<file path="config.mk">
export PLATFORM = sky130hd
export DESIGN_NAME = exe_muldiv_unit
export DESIGN_NICKNAME = d
export VERILOG_FILES = /design/src/rtl/exe_muldiv_unit.sv
export SDC_FILE = /design/constraint.sdc
export NUM_CORES = 1
export LEC_CHECK = 0
export ABC_AREA = 0
export CAP_MARGIN = 15
export CELL_PAD_IN_SITES_DETAIL_PLACEMENT = 0
export CELL_PAD_IN_SITES_GLOBAL_PLACEMENT = 1
export CORE_ASPECT_RATIO = 1.1
export CORE_MARGIN = 2
export CORE_UTILIZATION = 43
export DETAILED_ROUTE_END_ITERATION = 12
export PLACE_DENSITY_LB_ADDON = 0.1
export SETUP_SLACK_MARGIN = 0.3
export SYNTH_ARGS = -nofsm -noshare
export SYNTH_HDL_FRONTEND = slang
export SYNTH_SLANG_ARGS = --single-unit
</file>
<file path="constraint.sdc">
create_clock -name CLK -period 3.6 [get_ports CLK]
set_input_delay 0.9 -clock CLK [delete_from_list [all_inputs] [get_ports CLK]]
set_output_delay 0.9 -clock CLK [all_outputs]
set_load 0.01 [all_outputs]
</file>
<file path="src/rtl/exe_muldiv_unit.sv">
// exe_muldiv_unit: single-cycle ALU/branch ops plus iterative MULTU/DIVU with HI/LO,
// one result slot with valid/ready handshake, flush and branch redirect.
module exe_muldiv_unit #(
    parameter int DATA_W = 32,
    parameter int TAG_W  = 6,
    parameter int SH_W   = $clog2(DATA_W)
) (
    input  logic              CLK,
    input  logic              RESET,
    input  logic              in_valid,
    output logic              in_ready,
    input  logic [3:0]        in_op,
    input  logic [DATA_W-1:0] in_a,
    input  logic [DATA_W-1:0] in_b,
    input  logic [SH_W-1:0]   in_shamt,
    input  logic [31:0]       in_pc,
    input  logic [31:0]       in_target,
    input  logic [TAG_W-1:0]  in_tag,
    output logic              out_valid,
    input  logic              out_ready,
    output logic [DATA_W-1:0] out_result,
    output logic [TAG_W-1:0]  out_tag,
    output logic              redirect,
    output logic [31:0]       redirect_addr,
    input  logic              flush_in,
    output logic [DATA_W-1:0] hi,
    output logic [DATA_W-1:0] lo
);
    typedef enum logic [1:0] {IDLE, BUSY, HOLD} state_e;
    state_e state_q, state_d;
    logic [DATA_W-1:0]   res_q, res_d, hi_q, hi_d, lo_q, lo_d, opd_q, opd_d, alu;
    logic [2*DATA_W-1:0] p_q, p_d, step;
    logic [TAG_W-1:0]    tag_q, tag_d;
    logic [31:0]         raddr_q, raddr_d, a32;
    logic [SH_W-1:0]     cnt_q, cnt_d;
    logic                valid_q, valid_d, redir_q, redir_d, div_q, div_d;
    logic                accept, long_op, bubble, taken;
    logic [DATA_W:0]     mul_sum, div_sh, div_trial;

    assign in_ready = state_q == IDLE || (state_q == HOLD && out_ready);
    assign accept   = in_valid && in_ready && !flush_in;
    assign long_op  = in_op == 4'd8 || in_op == 4'd9;
    assign bubble   = in_pc == '0;
    assign a32      = 32'(in_a);
    assign taken    = (in_op == 4'd12 && in_a == in_b) || (in_op == 4'd13 && in_a != in_b) || in_op == 4'd14;

    always_comb begin
        alu = '0;
        case (in_op)
            4'd0:  alu = in_a + in_b;
            4'd1:  alu = in_a - in_b;
            4'd2:  alu = in_a & in_b;
            4'd3:  alu = in_a | in_b;
            4'd4:  alu = in_a ^ in_b;
            4'd5:  alu = {{(DATA_W-1){1'b0}}, $signed(in_a) < $signed(in_b)};
            4'd6:  alu = in_a << in_shamt;
            4'd7:  alu = in_a >> in_shamt;
            4'd10: alu = hi_q;
            4'd11: alu = lo_q;
            default: alu = '0;
        endcase
    end

    // p_q holds {partial product, multiplier} for MULTU and {remainder, dividend/quotient} for DIVU
    assign mul_sum   = {1'b0, p_q[2*DATA_W-1:DATA_W]} + {1'b0, opd_q & {DATA_W{p_q[0]}}};
    assign div_sh    = {p_q[2*DATA_W-1:DATA_W], p_q[DATA_W-1]};
    assign div_trial = div_sh - {1'b0, opd_q};
    assign step = !div_q       ? {mul_sum, p_q[DATA_W-1:1]} :
                  div_trial[DATA_W] ? {div_sh[DATA_W-1:0], p_q[DATA_W-2:0], 1'b0} :
                                 {div_trial[DATA_W-1:0], p_q[DATA_W-2:0], 1'b1};

    always_comb begin
        state_d = state_q;
        res_d   = res_q;
        tag_d   = tag_q;
        valid_d = valid_q;
        redir_d = 1'b0;
        raddr_d = '0;
        hi_d    = hi_q;
        lo_d    = lo_q;
        p_d     = p_q;
        opd_d   = opd_q;
        div_d   = div_q;
        cnt_d   = cnt_q;
        if (state_q == HOLD && out_ready) begin
            state_d = IDLE;
            valid_d = 1'b0;
        end
        if (state_q == BUSY) begin
            p_d   = step;
            cnt_d = cnt_q - 1'b1;
            if (cnt_q == '0) begin
                state_d = HOLD;
                valid_d = 1'b1;
                res_d   = step[DATA_W-1:0];
                hi_d    = step[2*DATA_W-1:DATA_W];
                lo_d    = step[DATA_W-1:0];
            end
        end
        if (accept && !bubble) begin
            tag_d = in_tag;
            if (long_op) begin
                state_d = BUSY;
                valid_d = 1'b0;
                div_d   = in_op[0];
                opd_d   = in_op[0] ? in_b : in_a;
                p_d     = {{DATA_W{1'b0}}, in_op[0] ? in_a : in_b};
                cnt_d   = SH_W'(DATA_W - 1);
            end else begin
                state_d = HOLD;
                valid_d = 1'b1;
                res_d   = alu;
                redir_d = taken;
                raddr_d = !taken ? '0 : in_op == 4'd14 ? a32 : in_target;
            end
        end
        if (flush_in) begin
            state_d = IDLE;
            valid_d = 1'b0;
            redir_d = 1'b0;
            raddr_d = '0;
        end
    end

    always_ff @(posedge CLK or negedge RESET) begin
        if (!RESET) begin
            state_q <= IDLE;
            res_q   <= '0;
            tag_q   <= '0;
            valid_q <= 1'b0;
            redir_q <= 1'b0;
            raddr_q <= '0;
            hi_q    <= '0;
            lo_q    <= '0;
            p_q     <= '0;
            opd_q   <= '0;
            div_q   <= 1'b0;
            cnt_q   <= '0;
        end else begin
            state_q <= state_d;
            res_q   <= res_d;
            tag_q   <= tag_d;
            valid_q <= valid_d;
            redir_q <= redir_d;
            raddr_q <= raddr_d;
            hi_q    <= hi_d;
            lo_q    <= lo_d;
            p_q     <= p_d;
            opd_q   <= opd_d;
            div_q   <= div_d;
            cnt_q   <= cnt_d;
        end
    end

    assign out_valid     = valid_q;
    assign out_result    = res_q;
    assign out_tag       = tag_q;
    assign redirect      = redir_q;
    assign redirect_addr = raddr_q;
    assign hi            = hi_q;
    assign lo            = lo_q;
endmodule
</file>
==> flow_summary_export.csv <==
group,metric,value,unit
run_status,status,"finished clean",
setup_path,cp-start-kind,"register",
layout,multi_input_area,18100,sq um
synthesis,async_flop_share,100,%
placement,place_hpwl,96500,microns
sta,finalSetupTns,0,ps
synthesis,ys_ff_latch,240,
routing,wirelength,124000,microns
layout,fill_cells,4851,
routing,drt_pre_antenna_iters,9,
synthesis,ys_warn_count,0,
sta,max_freq,295,MHz
placement,numPortBuffers,284,
sta,fin_ws,204,ps
sta,rsz0062_at_grt,"true",
global_routing,grt_pass1_vias,27400,
sta,worstMarginPinSlew,1240,ps
clocking,path_clk_slew,60,ps
synthesis,yosys_most_used_dff,"dfrtp_1",
floorplan,start_util,43.6,%
setup_path,crit_path_max_fanout,6,
setup_path,cp_data_required_time,4130,ps
global_routing,antenna_found_initial,6,
global_routing,grt_overflow,0,
layout,mostFrequentLayoutCells,"buf_4, nand2_1, clkdlybuf4s50_1, dfrtp_1, nor2_1",
min_path,min_path_type,"in -> async",
layout,area_delta_synth_final,44.4,%
clocking,cts_buffers,29,
sta,finalSetupViolCount,0,
routing,drt-vias-per-instance,6.34,
setup_path,cp.arrival,3930,ps
routing,wl_per_cell,27.9,microns
floorplan,core,55000,sq um
floorplan,die-area,57600,sq um
floorplan,pin_count,285,
synthesis,avgSynthCellArea,7.99,sq um
global_routing,grt_max_degree,98,
global_routing,grt_pass1_wl,179000,microns
synthesis,syn_inst,2998,
pwr,irDropWorstVdd,0.473,mV
clocking,cts.sinks,240,
synthesis,syn_nets,3314,
sta,post-route-period-util,94.3,%
synthesis,syn-cell-area,23900,sq um
sta,slew_viol_final,0,
layout,nets,4000,
setup_path,reg2reg_to,"hi[9]$_DFFE_PN0P_",
sta,fin_crit,3400,ps
flow_run,timing.max_cap.violations,0,
placement,dp_slack,-813,ps
pwr,cellPowerDensity,591,nW/um^2
sta,skew,26.6,ps
setup_path,end_kind,"register",
layout,final_common_cell,"buf_4",
setup_path,reg2reg_slack,200,ps
layout,drive_above_1_share,28.0,%
sta,final_hold_viol_count,0,
synthesis,synth_cell_type_count,95,
setup_path,r2r-start,"opd_q[14]$_DFFE_PN0P_",
clocking,cts.path.max_buffers,3,
clocking,ctsHoldBuffers,0,
routing,drc,0,
placement,place_congestion,1.11,
clocking,cts_tree,"built",
floorplan,die_x,229,microns
floorplan,row_count,90,
synthesis,synth_edf_count,0,
global_routing,grt_use_total,41.3,%
routing,vias,28200,
pwr,power_leakage,15.2,nW
synthesis,ys_seq_area_share,25.1,%
sta,relSlewSlack,17.4,%
routing,drtIter0Drc,3327,
setup_path,reg2reg_depth,14,
layout,seq_area,6020,sq um
clocking,clock_latency,600,ps
setup_path,crit_type,"reg -> reg",
routing,antenna_left,0,
clocking,cts_root_buf,"clkbuf_16",
clocking,cts_max_level,1,
floorplan,die_y,252,microns
-- worst max-delay path, stage by stage (launching register included) --
cell	delay, ps
dfrtp_1	410
inv_1	80
ha_1	320
buf_4	150
nand4_1	140
o211ai_1	160
o41a_1	280
o211a_4	260
nor4b_4	80
or3_4	490
buf_12	160
buf_16	150
mux2i_4	190
a211oi_1	320
a21o_1	130
-- metrics by stage --
step	std cells	hold WS, ps	util (%)	power (mW)	cell area [sq um]
global placement	4332	486	57.1	13.9	31400
global route	4443	420	62.9	21.4	34600
finish	4445	364	62.9	20.4	34600
floorplan	2998	463	-	10.2	24300
CTS	4423	401	61.0	18.7	33500
detailed placement	4332	498	57.1	14.1	31400
-- cell type report --
cell class	count	share of cell area (%)
repair buffers	900	22.8
diodes	2	0.0145
clock inverters	15	0.593
well taps	736	2.66
clock buffers	39	2.38
inverters	158	1.72
multi-input cells	2355	52.4
flip-flops and latches	240	17.4
-- cell usage after synthesis (8+ instances only) --
library cell / number / area (sq um)
a2111oi_0: 8 / 70.1
a211o_1: 20 / 175
a211oi_1: 48 / 360
a21o_1: 39 / 293
a21oi_1: 237 / 1190
a221oi_1: 35 / 307
a222oi_1: 12 / 120
a22oi_1: 19 / 143
a311oi_1: 12 / 105
a31oi_1: 26 / 163
and2_1: 39 / 244
and3_1: 14 / 87.6
buf_1: 23 / 86.3
buf_2: 31 / 155
clkbuf_1: 184 / 691
dfrtp_1: 240 / 6010
ha_1: 164 / 2050
inv_1: 156 / 586
mux2_2: 18 / 203
mux2i_1: 166 / 1660
mux4_2: 45 / 1010
nand2_1: 318 / 1190
nand2b_1: 21 / 131
nand3_1: 66 / 330
nand4_1: 23 / 144
nor2_1: 237 / 890
nor2b_1: 24 / 150
nor3_1: 65 / 325
nor4_1: 23 / 144
o2111ai_1: 17 / 149
o211ai_1: 65 / 488
o21a_1: 42 / 315
o21ai_0: 230 / 1150
o21ai_1: 13 / 65.1
o21bai_1: 18 / 135
o221ai_1: 12 / 105
o22ai_1: 24 / 150
o311ai_0: 9 / 78.8
o31ai_1: 25 / 188
or3_1: 28 / 175
or4_1: 10 / 75.1
xnor2_1: 52 / 455
xor2_1: 20 / 175
-- power breakdown --
group | switching [mW] | internal (mW) | total [mW]
Clock | 1.33 | 1.90 | 3.23
Sequential | 0.639 | 3.18 | 3.82
Combinational | 7.24 | 6.16 | 13.4
-- how the worst max path moves through the flow --
stage,to,cells past startpoint,slack [ps],from
4_1_cts,out_result[26]$_DFF_PN0_,15,260,in_b[17]
5_1_grt,hi[30]$_DFFE_PN0P_,15,100,opd_q[14]$_DFFE_PN0P_
3_3_place_gp,out_result[26]$_DFF_PN0_,17,-700,in_a[0]
2_1_floorplan,out_result[20]$_DFF_PN0_,12,270,in_a[8]
6_report,hi[9]$_DFFE_PN0P_,14,200,opd_q[14]$_DFFE_PN0P_
3_5_place_dp,out_result[24]$_DFF_PN0_,16,-810,in_a[0]
-- flip-flops by register name (all words and copies together), names as in the netlist, 2 cells and up --
signal and cells:
p_q 64, opd_q 32, out_result 32, state_q 2, cnt_q 5, out_tag 6
lo 32, hi 32, redirect_addr 32
-- layer usage --
layer | vias to the layer above | part of all wire (%) | track usage (%)
met1 | 13800 | 39 | 53.1
li1 | 12400 | - | -
met5 | - | 0.0089 | 0
met4 | 2 | 6.2 | 19.2
met2 | 1660 | 45 | 66.7
met3 | 360 | 9.8 | 8.26
-- kinds of logic after synthesis --
logic type / count (synthesis) / share of synthesized area (%)
flip-flops: 240 / 25.1
buffers and inverters: 403 / 6.71
adder cells (fa/ha/maj): 168 / 8.90
XOR/XNOR: 72 / 2.63
multiplexers: 232 / 12.2
AND/OR/NAND/NOR: 895 / 17.3
AO/OA/AOI/OAI: 988 / 27.2
-- repair_timing --
action | CTS | global route
gates cloned | 2 | 1
pin swaps | 42 | 89
endpoints found under the hold margin | 0 | 0
buffers inserted | 35 | 19
setup endpoints to repair | 95 | 120
gates resized for setup | 163 | 218
(Power assumes the default switching activity.)
